$ cat config.mk
export PLATFORM = sky130hd
export DESIGN_NAME = aliquot_classifier
export DESIGN_NICKNAME = d
export VERILOG_FILES = /design/src/rtl/aliquot_pkg.sv /design/src/rtl/aliquot_seq_remainder.sv /design/src/rtl/aliquot_classifier.sv
export SDC_FILE = /design/constraint.sdc
export NUM_CORES = 1
export LEC_CHECK = 0
export ABC_CLOCK_PERIOD_IN_PS = 6110
export CAP_MARGIN = 20
export CORE_ASPECT_RATIO = 0.9
export CORE_MARGIN = 8
export CORE_UTILIZATION = 35
export CTS_BUF_LIST = sky130_fd_sc_hd__clkbuf_4 sky130_fd_sc_hd__clkbuf_8 sky130_fd_sc_hd__clkbuf_16
export CTS_CLUSTER_DIAMETER = 200
export DETAILED_ROUTE_END_ITERATION = 8
export PLACE_DENSITY = 0.63
export SYNTH_ARGS = -nofsm -noshare
export SYNTH_HDL_FRONTEND = slang
export SYNTH_SLANG_ARGS = --single-unit
$ cat constraint.sdc
create_clock -name clk -period 6.11 [get_ports clk]
set_input_delay 1.222 -clock clk [delete_from_list [all_inputs] [get_ports clk]]
set_output_delay 1.222 -clock clk [all_outputs]
set_load 0.02 [all_outputs]
$ cat src/rtl/aliquot_pkg.sv
// Shared definitions for the aliquot classifier: class encodings, FSM states
// and the aliquot-sum width helper.
package aliquot_pkg;

    // Class encodings reported on cls
    localparam logic [1:0] CLS_DEF  = 2'b00;   // S(N) <  N
    localparam logic [1:0] CLS_PERF = 2'b01;   // S(N) == N
    localparam logic [1:0] CLS_ABUN = 2'b10;   // S(N) >  N
    localparam logic [1:0] CLS_INV  = 2'b11;   // N == 0

    // Controller states
    typedef enum logic [2:0] {
        IDLE     = 3'd0,
        CHECK    = 3'd1,
        DIV      = 3'd2,
        ACC      = 3'd3,
        FINISH   = 3'd4,
        WAIT_LOW = 3'd5
    } state_t;

    // Aliquot-sum width: S(N) < 8N, so three extra bits always suffice
    function automatic int sum_width(input int w);
        return w + 32'sd3;
    endfunction

endpackage

$ cat src/rtl/aliquot_seq_remainder.sv
// Sequential restoring-remainder unit. One dividend bit is consumed per
// cycle, MSB first; the first bit is consumed on the edge that samples
// start, so valid pulses W cycles after the start cycle and rem then holds
// dividend % divisor until the next start.
module seq_remainder
    import aliquot_pkg::*;
#(
    parameter int W = 16
) (
    input  logic         clk,
    input  logic         rst,
    input  logic         start,
    input  logic [W-1:0] dividend,
    input  logic [W-1:0] divisor,
    output logic         valid,
    output logic [W-1:0] rem
);

    localparam int CW = $clog2(W + 1);

    logic [W:0]    r_r;       // partial remainder, always < divisor after a step
    logic [W-1:0]  dvd_r;     // remaining dividend bits, next bit in the MSB
    logic [W-1:0]  dsr_r;     // latched divisor
    logic [CW-1:0] cnt_r;     // iterations still to perform
    logic          valid_r;

    // One restoring step: shift in a dividend bit, subtract divisor if it fits
    function automatic logic [W:0] restore_step(input logic [W:0]   r,
                                                input logic         b,
                                                input logic [W-1:0] d);
        logic [W:0] sh;
        sh = {r[W-1:0], b};
        if (sh >= {1'b0, d}) begin
            restore_step = sh - {1'b0, d};
        end else begin
            restore_step = sh;
        end
    endfunction

    // Iteration register: start restarts from a cleared remainder with the dividend MSB
    always_ff @(posedge clk or posedge rst) begin
        if (rst) begin
            r_r     <= {(W+1){1'b0}};
            dvd_r   <= {W{1'b0}};
            dsr_r   <= {W{1'b0}};
            cnt_r   <= {CW{1'b0}};
            valid_r <= 1'b0;
        end else if (start) begin
            r_r     <= restore_step({(W+1){1'b0}}, dividend[W-1], divisor);
            dvd_r   <= {dividend[W-2:0], 1'b0};
            dsr_r   <= divisor;
            cnt_r   <= CW'(W - 1);
            valid_r <= 1'b0;
        end else if (cnt_r != {CW{1'b0}}) begin
            r_r     <= restore_step(r_r, dvd_r[W-1], dsr_r);
            dvd_r   <= {dvd_r[W-2:0], 1'b0};
            cnt_r   <= cnt_r - {{(CW-1){1'b0}}, 1'b1};
            valid_r <= (cnt_r == {{(CW-1){1'b0}}, 1'b1});
        end else begin
            valid_r <= 1'b0;
        end
    end

    assign valid = valid_r;
    assign rem   = r_r[W-1:0];

endmodule

$ cat src/rtl/aliquot_classifier.sv
// Aliquot-sum classifier: sums the proper divisors of N by trial division
// with k = 1 .. floor(N/2) and classifies N as deficient, perfect or
// abundant. Handshake is go (level) / busy / one-cycle done; a result is
// issued once per go assertion, and go must drop before the next run.
module aliquot_classifier
    import aliquot_pkg::*;
#(
    parameter int W  = 16,
    parameter int SW = sum_width(W)
) (
    input  logic          clk,
    input  logic          rst,
    input  logic          go,
    input  logic [W-1:0]  n_in,
    output logic          busy,
    output logic          done,
    output logic [1:0]    cls,
    output logic [SW-1:0] sum
);

    state_t        state_r, state_nxt;
    logic [W-1:0]  n_r, n_nxt;        // captured operand
    logic [SW-1:0] s_r, s_nxt;        // running aliquot sum
    logic [W-1:0]  k_r, k_nxt;        // current trial divisor, peaks at 2^(W-1)
    logic          busy_r, busy_nxt;
    logic          done_r, done_nxt;
    logic [1:0]    cls_r, cls_nxt;
    logic [SW-1:0] sum_r, sum_nxt;

    logic          div_start_s;
    logic          div_valid_s;
    logic [W-1:0]  rem_s;

    seq_remainder #(.W(W)) u_rem (
        .clk      (clk),
        .rst      (rst),
        .start    (div_start_s),
        .dividend (n_r),
        .divisor  (k_r),
        .valid    (div_valid_s),
        .rem      (rem_s)
    );

    // Controller state register
    always_ff @(posedge clk or posedge rst) begin
        if (rst) begin
            state_r <= IDLE;
        end else begin
            state_r <= state_nxt;
        end
    end

    // Next-state, datapath updates and next output values
    always_comb begin
        state_nxt   = state_r;
        n_nxt       = n_r;
        s_nxt       = s_r;
        k_nxt       = k_r;
        div_start_s = 1'b0;
        done_nxt    = 1'b0;
        cls_nxt     = cls_r;
        sum_nxt     = sum_r;

        case (state_r)
            IDLE: begin
                if (go) begin
                    n_nxt     = n_in;
                    s_nxt     = {SW{1'b0}};
                    k_nxt     = {{(W-1){1'b0}}, 1'b1};
                    state_nxt = CHECK;
                end else begin
                    state_nxt = IDLE;
                end
            end
            CHECK: begin
                // trials stop once k exceeds floor(N/2)
                if (k_r > {1'b0, n_r[W-1:1]}) begin
                    state_nxt = FINISH;
                end else begin
                    div_start_s = 1'b1;
                    state_nxt   = DIV;
                end
            end
            DIV: begin
                if (div_valid_s) begin
                    state_nxt = ACC;
                end else begin
                    state_nxt = DIV;
                end
            end
            ACC: begin
                if (rem_s == {W{1'b0}}) begin
                    s_nxt = s_r + {{(SW-W){1'b0}}, k_r};
                end else begin
                    s_nxt = s_r;
                end
                k_nxt     = k_r + {{(W-1){1'b0}}, 1'b1};
                state_nxt = CHECK;
            end
            FINISH: begin
                done_nxt = 1'b1;
                sum_nxt  = s_r;
                if (n_r == {W{1'b0}}) begin
                    cls_nxt = CLS_INV;
                end else if (s_r < {{(SW-W){1'b0}}, n_r}) begin
                    cls_nxt = CLS_DEF;
                end else if (s_r == {{(SW-W){1'b0}}, n_r}) begin
                    cls_nxt = CLS_PERF;
                end else begin
                    cls_nxt = CLS_ABUN;
                end
                state_nxt = WAIT_LOW;
            end
            WAIT_LOW: begin
                if (!go) begin
                    state_nxt = IDLE;
                end else begin
                    state_nxt = WAIT_LOW;
                end
            end
            default: begin
                state_nxt = IDLE;
            end
        endcase

        busy_nxt = (state_nxt == CHECK) || (state_nxt == DIV) ||
                   (state_nxt == ACC)   || (state_nxt == FINISH);
    end

    // Datapath and registered outputs
    always_ff @(posedge clk or posedge rst) begin
        if (rst) begin
            n_r    <= {W{1'b0}};
            s_r    <= {SW{1'b0}};
            k_r    <= {W{1'b0}};
            busy_r <= 1'b0;
            done_r <= 1'b0;
            cls_r  <= 2'b00;
            sum_r  <= {SW{1'b0}};
        end else begin
            n_r    <= n_nxt;
            s_r    <= s_nxt;
            k_r    <= k_nxt;
            busy_r <= busy_nxt;
            done_r <= done_nxt;
            cls_r  <= cls_nxt;
            sum_r  <= sum_nxt;
        end
    end

    assign busy = busy_r;
    assign done = done_r;
    assign cls  = cls_r;
    assign sum  = sum_r;

endmodule
# Yosys cells after proc, flatten, opt, wreduce, memory -nomap -nowiden
# Index checks and enable logic that the tools add are counted.
[classes]
n_addsub = 5
order_cmp = 4
eq_ne = 13
muxes = 26
n_reduce_logical = 12
[ops]
columns = ["cell", "count"]
rows = [
  ["$mux 16", 7],
  ["$mux 19", 2],
  ["$pmux 19 s2", 1],
  ["$logic_not 16->1", 2],
  ["$pmux 16 s2", 1],
  ["$add 19x16->19", 1],
  ["$eq 19x16->1", 1],
  ["$lt 19x16->1", 1],
  ["$pmux 3 s6", 1],
  ["$ge 17x16->1", 1],
  ["$add 16x1->16 const B", 1],
  ["$ge 1x16->1", 1],
  ["$gt 16x15->1", 1],
  ["$sub 1x16->16", 1],
  ["$sub 16x16->16", 1],
  ["$eq 3x2->1 const B", 4],
  ["$mux 5", 2],
  ["$eq 3x3->1 const B", 3],
  ["$mux 1", 7],
  ["$eq 3x1->1 const B", 2],
  ["$mux 2", 3],
  ["$mux 3", 2],
  ["$eq 5x1->1 const B", 1],
  ["$reduce_bool 5->1", 1],
  ["other kinds (7)", 12],
]
[totals]
regBits = 131
in_bits = 19
output_inout_bits = 23
word_cells = 73

# Logic depth before layout (Yosys ltp)
# Gate-level depths: netlist of run 1.
[logic_depth]
ltp_word = 7
depth_mapped = 11

# Cells and area by module
# A second synthesis of run 1 with hierarchy kept.
[hier_totals]
hier_cells = 870
hier_area_um2 = 8196.6
[modules_own_cells]
columns = ["mod", "instances", "cells_each", "area_each_um2", "seq_area_each_um2"]
rows = [
  ["aliquot_classifier", 1, 486, 4705.8, 1926.8],
  ["seq_remainder", 1, 384, 3490.8, 1326.3],
]

# Least setup slack after synthesis of run 1
# OpenSTA, ideal clock, no wires.
[synth_path]
path_type = "register to register"
start = "reg k_r[11]"
end = "reg u_rem.r_r[15]"
setup_ns = 0.079
arrival_time_ns = 2.822
t_required_ns = 6.031
slack_ns = 3.208
path_stages_with_launch = 11
n_path_buf = 1
cell_sequence = "dfrtp_1 ha_1 inv_1 or4_1 or3_1 a311o_1 nor2_4 buf_4 mux2i_1 inv_1 a2bb2oi_1"
[synth_via]
elab_chain_cells = 4
[synth_lines]
columns = ["item", "line", "text"]
rows = [
  ["start: declaration", "aliquot_classifier.sv:24", "logic [W-1:0] k_r, k_nxt;"],
  ["start signal: assignment", "aliquot_classifier.sv:135", "k_r <= {W{1'b0}};"],
  ["start signal: assignment", "aliquot_classifier.sv:143", "k_r <= k_nxt;"],
  ["$gt 16x15->1", "aliquot_classifier.sv:77", "if (k_r > {1'b0, n_r[W-1:1]}) begin"],
  ["$mux 1", "aliquot_classifier.sv:77", ""],
  ["$mux 1", "aliquot_classifier.sv:64", "case (state_r)"],
  ["$mux 16 / $reduce_bool 2->1 (equally long branches)", "-", ""],
  ["end signal: assignment", "aliquot_seq_remainder.sv:43", "r_r <= {(W+1){1'b0}};"],
  ["end signal: assignment", "aliquot_seq_remainder.sv:49", "r_r <= restore_step({(W+1){1'b0}}, dividend[W-1], divisor);"],
  ["end signal: assignment", "aliquot_seq_remainder.sv:55", "r_r <= restore_step(r_r, dvd_r[W-1], dsr_r);"],
  ["end: declaration", "aliquot_seq_remainder.sv:21", "logic [W:0] r_r;"],
]
# Several ways; a longest one is shown, not always the timed one.
# A chain may end at the register's enable or synchronous reset.

# Worst setup path after layout of run 1
[layout_path]
start = "reg k_r[14]"
end = "reg u_rem.r_r[3]"
# Same word-level chain as after synthesis.

==> results of run 1 <==
## final timing paths
path                                   to  slack (ps)    start  depth (start not counted)
max in group asynchronous  u_rem.dsr_r[8]        3690      rst                          3
min reg2reg                       sum[15]         500  sum[15]                          1
min in group asynchronous          n_r[6]        1300      rst                          2
min                               sum[15]         500  sum[15]                          1
max                          u_rem.r_r[3]        2240  k_r[14]                          9
max reg2reg                  u_rem.r_r[3]        2240  k_r[14]                          9
## critical path, cell delays in order, from the launching register on
cell	delay (ps)
sky130_fd_sc_hd__dfrtp_1	470
sky130_fd_sc_hd__ha_1	360
sky130_fd_sc_hd__nand2_1	60
sky130_fd_sc_hd__or4_1	490
sky130_fd_sc_hd__or3_1	440
sky130_fd_sc_hd__a311o_1	420
sky130_fd_sc_hd__nor2_4	660
sky130_fd_sc_hd__a21oi_1	440
sky130_fd_sc_hd__a22oi_1	310
sky130_fd_sc_hd__a2bb2oi_1	90
## flip-flops by register name, summed over array words and instances, names as in the netlist
signal	flops
k_r	16
n_r	16
u_rem.cnt_r	5
cls	2
u_rem.r_r	16
s_r	19
busy	1
u_rem.valid	1
u_rem.dsr_r	16
done	1
u_rem.dvd_r	15
state_r	3
sum	19
## placed cells by master (no fill, tap or decap), drive strengths merged, types with 18 or more instances in the layout
cell type,count
mux2,20
mux2i,19
nand2,93
nand4,18
a21oi,40
ha,69
o21ai,104
nor2,47
inv,62
nand3,40
clkbuf,18
clkdlybuf4s50,41
dfrtp,130
## report_power, final
| part | internal [mW] | total, mW | switching (mW) |
|---|---|---|---|
| logic | 0.811 | 1.92 | 1.11 |
| registers | 1.13 | 1.37 | 0.239 |
| clock network | 0.643 | 1.03 | 0.391 |
## metal layers
metal	share of wire, %	up-vias	track usage (%)
met5	0	-	0
met4	1.7	0	4.92
met3	5.1	29	3.53
met2	45	156	23.9
met1	48	3146	20.4
li1	-	3138	-
## kinds of logic after synthesis
kind of cell / after synthesis / synth area share [%]
compound gates: 227 / 17.6
xor+xnor: 24 / 2.69
fa+ha+maj: 71 / 11.6
buf+inv: 92 / 4.67
flops: 130 / 41.6
mux: 39 / 5.31
simple gates: 266 / 16.6
## final cells by class
cell class,instances,area (µm²),area share [%]
clock buffers,18,433,4.74
inverters,61,234,2.56
well taps,297,372,4.07
flip-flops and latches,130,3250,35.6
clock inverters,14,164,1.79
multi-input cells,627,4220,46.2
repair buffers,48,463,5.07
## stage by stage
step	utilization [%]	power [mW]	worst slack [ps]
after floorplan	-	2.73	1420
after global placement	38.5	3.26	2380
after detailed placement	38.5	3.28	2290
after CTS	41.2	4.34	2290
after global routing	41.2	4.64	2030
final	41.2	4.32	2240
==> summary.txt, run 1 <==
Logic synthesis
  – Most repeated cell in the gate-level netlist after synthesis: sky130_fd_sc_hd__dfrtp_1
  – Most used flip-flop cell after synthesis: sky130_fd_sc_hd__dfrtp_1
  – Post-Syn Nets: 939
  – Most common library cells after synthesis: 130 x sky130_fd_sc_hd__dfrtp_1, 103 x sky130_fd_sc_hd__o21ai_0, 93 x sky130_fd_sc_hd__nand2_1
  – Number of library cell types mapped by synthesis: 59
  – YS warnings: 0
  – Post-Syn Instances: 849
  – Biggest area consumer among synthesized cells: sky130_fd_sc_hd__dfrtp_1
  – Synth area leaders: sky130_fd_sc_hd__dfrtp_1 42%, sky130_fd_sc_hd__ha_1 11%, sky130_fd_sc_hd__o21ai_0 6.6%
  – Post-synth design cell area: 7820 µm²
  – Register bit count reported by yosys: 130
  – Count of flip-flops with a built-in enable after synthesis: 0
  – Fraction of synthesis flops using an asynchronous set or reset pin: 100%
  – Fraction of the yosys area taken by sequential cells: 41.6%
  – Average footprint of a synthesized cell: 9.21 µm²
  – Area fraction of the dominant cell type after synthesis: 41.6%

Detailed routing
  – Total via count in the routed design: 6469
  – Initial drt markers: 393
  – Number of vias per cell after detailed routing: 5.41
  – Routed wire length per instance: 17.0 µm
  – Antenna viol nets, final: 0
  – Number of detailed-routing iterations run before antenna repair: 5
  – DRC errors left: 0
  – Final wirelength: 20.3 mm

STA
  – Number of failing hold endpoints at the final stage: 0
  – Rel. slew slack: 26.5%
  – Number of max-slew violations in the final report: 0
  – Maximum operating frequency: 0.258 GHz
  – Fin crit period: 3870 ps
  – Number of endpoints failing setup at the final stage: 0
  – Worst hold margin: 503 ps
  – Final critical-path share of the clock period: 63.4%
  – Clock skew: 12.1 ps
  – Pin slew with the least headroom to its limit: 1100 ps
  – Unrepaired setup endpoints after global routing: false
  – Sum of negative setup slack: 0 ps

Clocking
  – Clock Pin Slew Worst Setup and Hold Paths: 60 ps
  – Clock H-tree levels: 4
  – Number of clock sinks: 130
  – Clock buffer count from CTS: 17
  – Skew-Pair Late Insertion Delay: 420 ps
  – Buffers inserted by post-CTS timing repair: 0
  – # resized after CTS: 0
  – CTS tree: yes
  – Cell at the root of the clock tree: sky130_fd_sc_hd__clkbuf_16
  – Largest buffer count on any clock path: 2
  – # hold bufs at CTS: 0

Final layout
  – Final instance area: 9130 µm²
  – Final antenna diode count: 0
  – Count of placed standard cells in the final layout, fillers left out: 1195
  – Fraction of layout instances using a drive strength above 1: 7.57%
  – Count of filler cells inserted in the layout: 2149
  – Final nets: 975
  – Layout-stage area growth over the synthesis result: 16.9%

Placement
  – Number of instances in the placed design: 1163
  – Cell Area, Placed: 8540 µm²
  – Routability congestion estimate from global placement: 0.913
  – Post-detail-place hpwl: 14.6 mm
  – Number of port buffers: 41

Die
  – Core area: 22200 µm²
  – Starting Density: 35.2%
  – Number of cell rows: 52
  – Number of I/O pins: 42
  – Die X: 174 µm
  – Vertical die dimension: 158 µm
  – Area enclosed by the die boundary: 27400 µm²

Worst setup path
  – Largest fanout on the critical path: 40
  – Category of the worst setup path launch point: register
  – Arrival @ worst endpoint: 4180 ps
  – Kind of end point of the critical path: register
  – Critical path class: register to register
  – Data required time of the worst path: 6410 ps

Outcome
  – Status: finished clean

Global route
  – Global-route wire length before repair: 33.4 mm
  – Number of global-route vias before repair: 6266
  – Maximum number of pins on one net before global-route repair: 82
  – Total global-route track usage: 15.2%
  – Number of antenna violations at the first check in global routing: 0
  – GR Overflow Total: 0

Pwr
  – Cell Pwr Density: 473 nW/µm²
  – Worst supply voltage drop on vdd: 0.000249 V
  – LEAKAGE: 4.00 nW

Job
  – Number of maximum-capacitance violations: 0

Min path
  – Type of the worst min-delay path: register to register
Power figures use the tool's default switching activity.
==> run 2, diff against run 1 <==
--- a/config.mk
+++ b/config.mk
@@ -5,7 +5,7 @@
 export SDC_FILE = /design/constraint.sdc
 export NUM_CORES = 1
 export LEC_CHECK = 0
-export ABC_CLOCK_PERIOD_IN_PS = 6110
+export ABC_CLOCK_PERIOD_IN_PS = 3100
 export CAP_MARGIN = 20
 export CORE_ASPECT_RATIO = 0.9
 export CORE_MARGIN = 8
@@ -13,7 +13,7 @@
 export CTS_BUF_LIST = sky130_fd_sc_hd__clkbuf_4 sky130_fd_sc_hd__clkbuf_8 sky130_fd_sc_hd__clkbuf_16
 export CTS_CLUSTER_DIAMETER = 200
 export DETAILED_ROUTE_END_ITERATION = 8
-export PLACE_DENSITY = 0.63
+export PLACE_DENSITY = 0.65
 export SYNTH_ARGS = -nofsm -noshare
 export SYNTH_HDL_FRONTEND = slang
 export SYNTH_SLANG_ARGS = --single-unit
==> constraint.sdc (replaced) <==
create_clock -name clk -period 3.1 [get_ports clk]
set_input_delay 0.62 -clock clk [delete_from_list [all_inputs] [get_ports clk]]
set_output_delay 0.62 -clock clk [all_outputs]
set_load 0.02 [all_outputs]
==> run 2 against run 1 <==
Critical path depth rose by 4. Final area rose by 6.1%. First-iteration DRC count rose by 33%. Combinational power rose by 130%. Count of clock-buffer cells in the layout did not move.
==> summary.txt, run 2 (synthesis gave the netlist of run 1 again) <==
Outcome
  – Status: finished clean

STA
  – Fin crit period: 3010 ps (-867 ps)
  – Worst hold margin: 501 ps (-1.94 ps)
  – Pin slew with the least headroom to its limit: 702 ps (-400 ps)
  – Number of failing hold endpoints at the final stage: 0 (unchanged)
  – Number of endpoints failing setup at the final stage: 0 (unchanged)
  – Number of max-slew violations in the final report: 0 (unchanged)
  – Maximum operating frequency: 0.332 GHz (+29%)
  – Rel. slew slack: 53.2% (+27 points)
  – Final critical-path share of the clock period: 97.0% (+34 points)
  – Clock skew: 6.80 ps (-5.29 ps)

Final layout
  – Layout-stage area growth over the synthesis result: 24.0%
  – Fraction of layout instances using a drive strength above 1: 13.6% (+6.1 points)
  – Final antenna diode count: 0 (unchanged)
  – Final nets: 1031 (+5.7%)
  – Highest-count cells in the layout ignoring fill and taps: 130 x sky130_fd_sc_hd__dfrtp_1, 103 x sky130_fd_sc_hd__o21ai_0, 93 x sky130_fd_sc_hd__nand2_1
  – Count of placed standard cells in the final layout, fillers left out: 1251 (+4.7%)
  – Most common library cell in the layout ignoring fill and taps: sky130_fd_sc_hd__dfrtp_1
  – Share of the core filled with cells in the final layout: 43.7% (+2.5 points)
  – Count of filler cells inserted in the layout: 2106 (-2.0%)

Global route
  – Met1 layer usage reported by global route: 21.5% (+1.1 points)
  – GR Overflow Total: 0 (unchanged)
  – Number of global-route vias before repair: 6534 (+4.3%)
  – Met3 usage in global routing: 3.91% (+0.38 points)
  – Global routing's busiest layer: met2
  – Met2 routing resource usage after global routing: 24.6% (+0.76 points)
  – Global-route wire length before repair: 34.7 mm (+4.0%)
  – Total global-route track usage: 15.8% (+0.60 points)
  – Number of antenna violations at the first check in global routing: 0 (unchanged)
  – Maximum number of pins on one net before global-route repair: 43 (-48%)

Detailed routing
  – Initial drt markers: 522 (+33%)
  – DRC errors left: 0 (unchanged)
  – Number of vias per cell after detailed routing: 5.36 (-1.0%)
  – Number of detailed-routing iterations run before antenna repair: 5 (unchanged)
  – Total via count in the routed design: 6703 (+3.6%)
  – Routed wire length per instance: 17.0 µm (+0.23%)
  – Final wirelength: 21.3 mm (+4.9%)
  – Antenna viol nets, final: 0 (unchanged)

Pwr
  – Switching part of the total: 39.0% (-1.2 points)
  – Share of total power in combinational logic: 47.1% (+2.7 points)
  – Internal Pwr Total: 5.65 mW (+120%)
  – Worst supply voltage drop on vdd: 0.000507 V (+100%)
  – LEAKAGE: 4.31 nW (+7.7%)
  – Total Power: 9.26 mW (+110%)
  – Clock share of power: 24.4% (+0.4 points)
  – Sequential share of power: 28.5% (-3.1 points)
  – Cell Pwr Density: 955 nW/µm² (+100%)
  – Psw: 3.61 mW (+110%)

Clocking
  – # hold bufs at CTS: 0 (unchanged)
  – Cell at the root of the clock tree: sky130_fd_sc_hd__clkbuf_16
  – Largest buffer count on any clock path: 2 (unchanged)
  – Number of clock sinks: 130 (unchanged)
  – Clock buffer count from CTS: 17 (unchanged)
  – Clock H-tree levels: 4 (unchanged)
  – Skew-Pair Late Insertion Delay: 420 ps (about the same)
  – Clock Pin Slew Worst Setup and Hold Paths: 60 ps (about the same)
  – CTS tree: yes

Placement
  – Number of port buffers: 41 (unchanged)
  – Number of instances in the placed design: 1214 (+4.4%)
  – Routability congestion estimate from global placement: 0.886 (-2.9%)
  – Post-detail-place hpwl: 15.6 mm (+7.0%)

Worst setup path
  – Data required time of the worst path: 3390 ps (-3020 ps)
  – Kind of end point of the critical path: register
  – Arrival @ worst endpoint: 3300 ps (-880 ps)
  – Largest fanout on the critical path: 7 (-83%)
  – Critical path class: register to register
  – Category of the worst setup path launch point: register

Job
  – Number of maximum-capacitance violations: 0 (unchanged)

Die
  – Vertical die dimension: 158 µm (unchanged)
  – Die X: 174 µm (unchanged)
  – Area enclosed by the die boundary: 27400 µm² (unchanged)
  – Number of I/O pins: 42 (unchanged)
  – Core area: 22200 µm² (unchanged)
  – Number of cell rows: 52 (unchanged)
  – Starting Density: 35.2% (unchanged)

Min path
  – Type of the worst min-delay path: register to register
## run 2: through the flow
stage	worst slack [ps]	TNS (ps)	cell area (µm²)
global placement	117	0	8940
global route	-30.3	-123	9690
detailed placement	56.9	0	8940
floorplan	198	0	7820
finish	92.0	0	9690
CTS	38.5	0	9610
## run 2: what timing repair did
item / in CTS / in global routing
setup endpoints to repair: 0 / 23
setup buffers: 0 / 4
gates resized for setup: 0 / 9
## run 2: final timing paths
check / from / endpoint / slack (ps) / cells past startpoint
worst max-delay path: n_r[14] / u_rem.r_r[13] / 90 / 13
worst min-delay path: u_rem.dsr_r[15] / u_rem.dsr_r[15] / 500 / 2
worst max register to register: n_r[14] / u_rem.r_r[13] / 90 / 13
worst min register to register: u_rem.dsr_r[15] / u_rem.dsr_r[15] / 500 / 2
max in group asynchronous: rst / u_rem.dvd_r[14] / 1770 / 3
min in group asynchronous: rst / s_r[0] / 610 / 2
## run 2: layout make-up
type	instances	area, µm²	share of cell area, %
Timing Repair Buffer	104	913	9.43
Sequential cell	130	3250	33.6
Inverter	61	233	2.40
Clock buffer	18	439	4.53
Multi-Input combinational cell	627	4250	43.9
Clock inverter	14	226	2.34
Tap cell	297	372	3.84
## run 2: metal layers
layer / wire, µm / part of all wire, %
met2: 9440 / 44
met1: 10400 / 49
met3: 1160 / 5.4
met4: 330 / 1.6
met5: 0 / 0
## run 2: power by group through the flow
stage | Sequential (mW) | Clock, mW | Combinational, mW
2_1_floorplan | 2.70 | 0 | 2.69
3_3_place_gp | 2.65 | 0 | 4.15
3_5_place_dp | 2.66 | 0 | 4.19
4_1_cts | 2.63 | 2.29 | 4.24
5_1_grt | 2.71 | 2.37 | 4.84
6_report | 2.64 | 2.26 | 4.36
## run 2: critical path, cell delays in order (launching register included)
cell	delay (ps)
sky130_fd_sc_hd__dfrtp_1	340
sky130_fd_sc_hd__inv_1	80
sky130_fd_sc_hd__ha_1	310
sky130_fd_sc_hd__nand2_1	50
sky130_fd_sc_hd__or4_4	480
sky130_fd_sc_hd__or3_4	420
sky130_fd_sc_hd__a311o_1	320
sky130_fd_sc_hd__nor2_4	200
sky130_fd_sc_hd__buf_6	140
sky130_fd_sc_hd__a21oi_1	60
sky130_fd_sc_hd__buf_4	210
sky130_fd_sc_hd__buf_4	140
sky130_fd_sc_hd__nand2_1	50
sky130_fd_sc_hd__a31oi_1	80
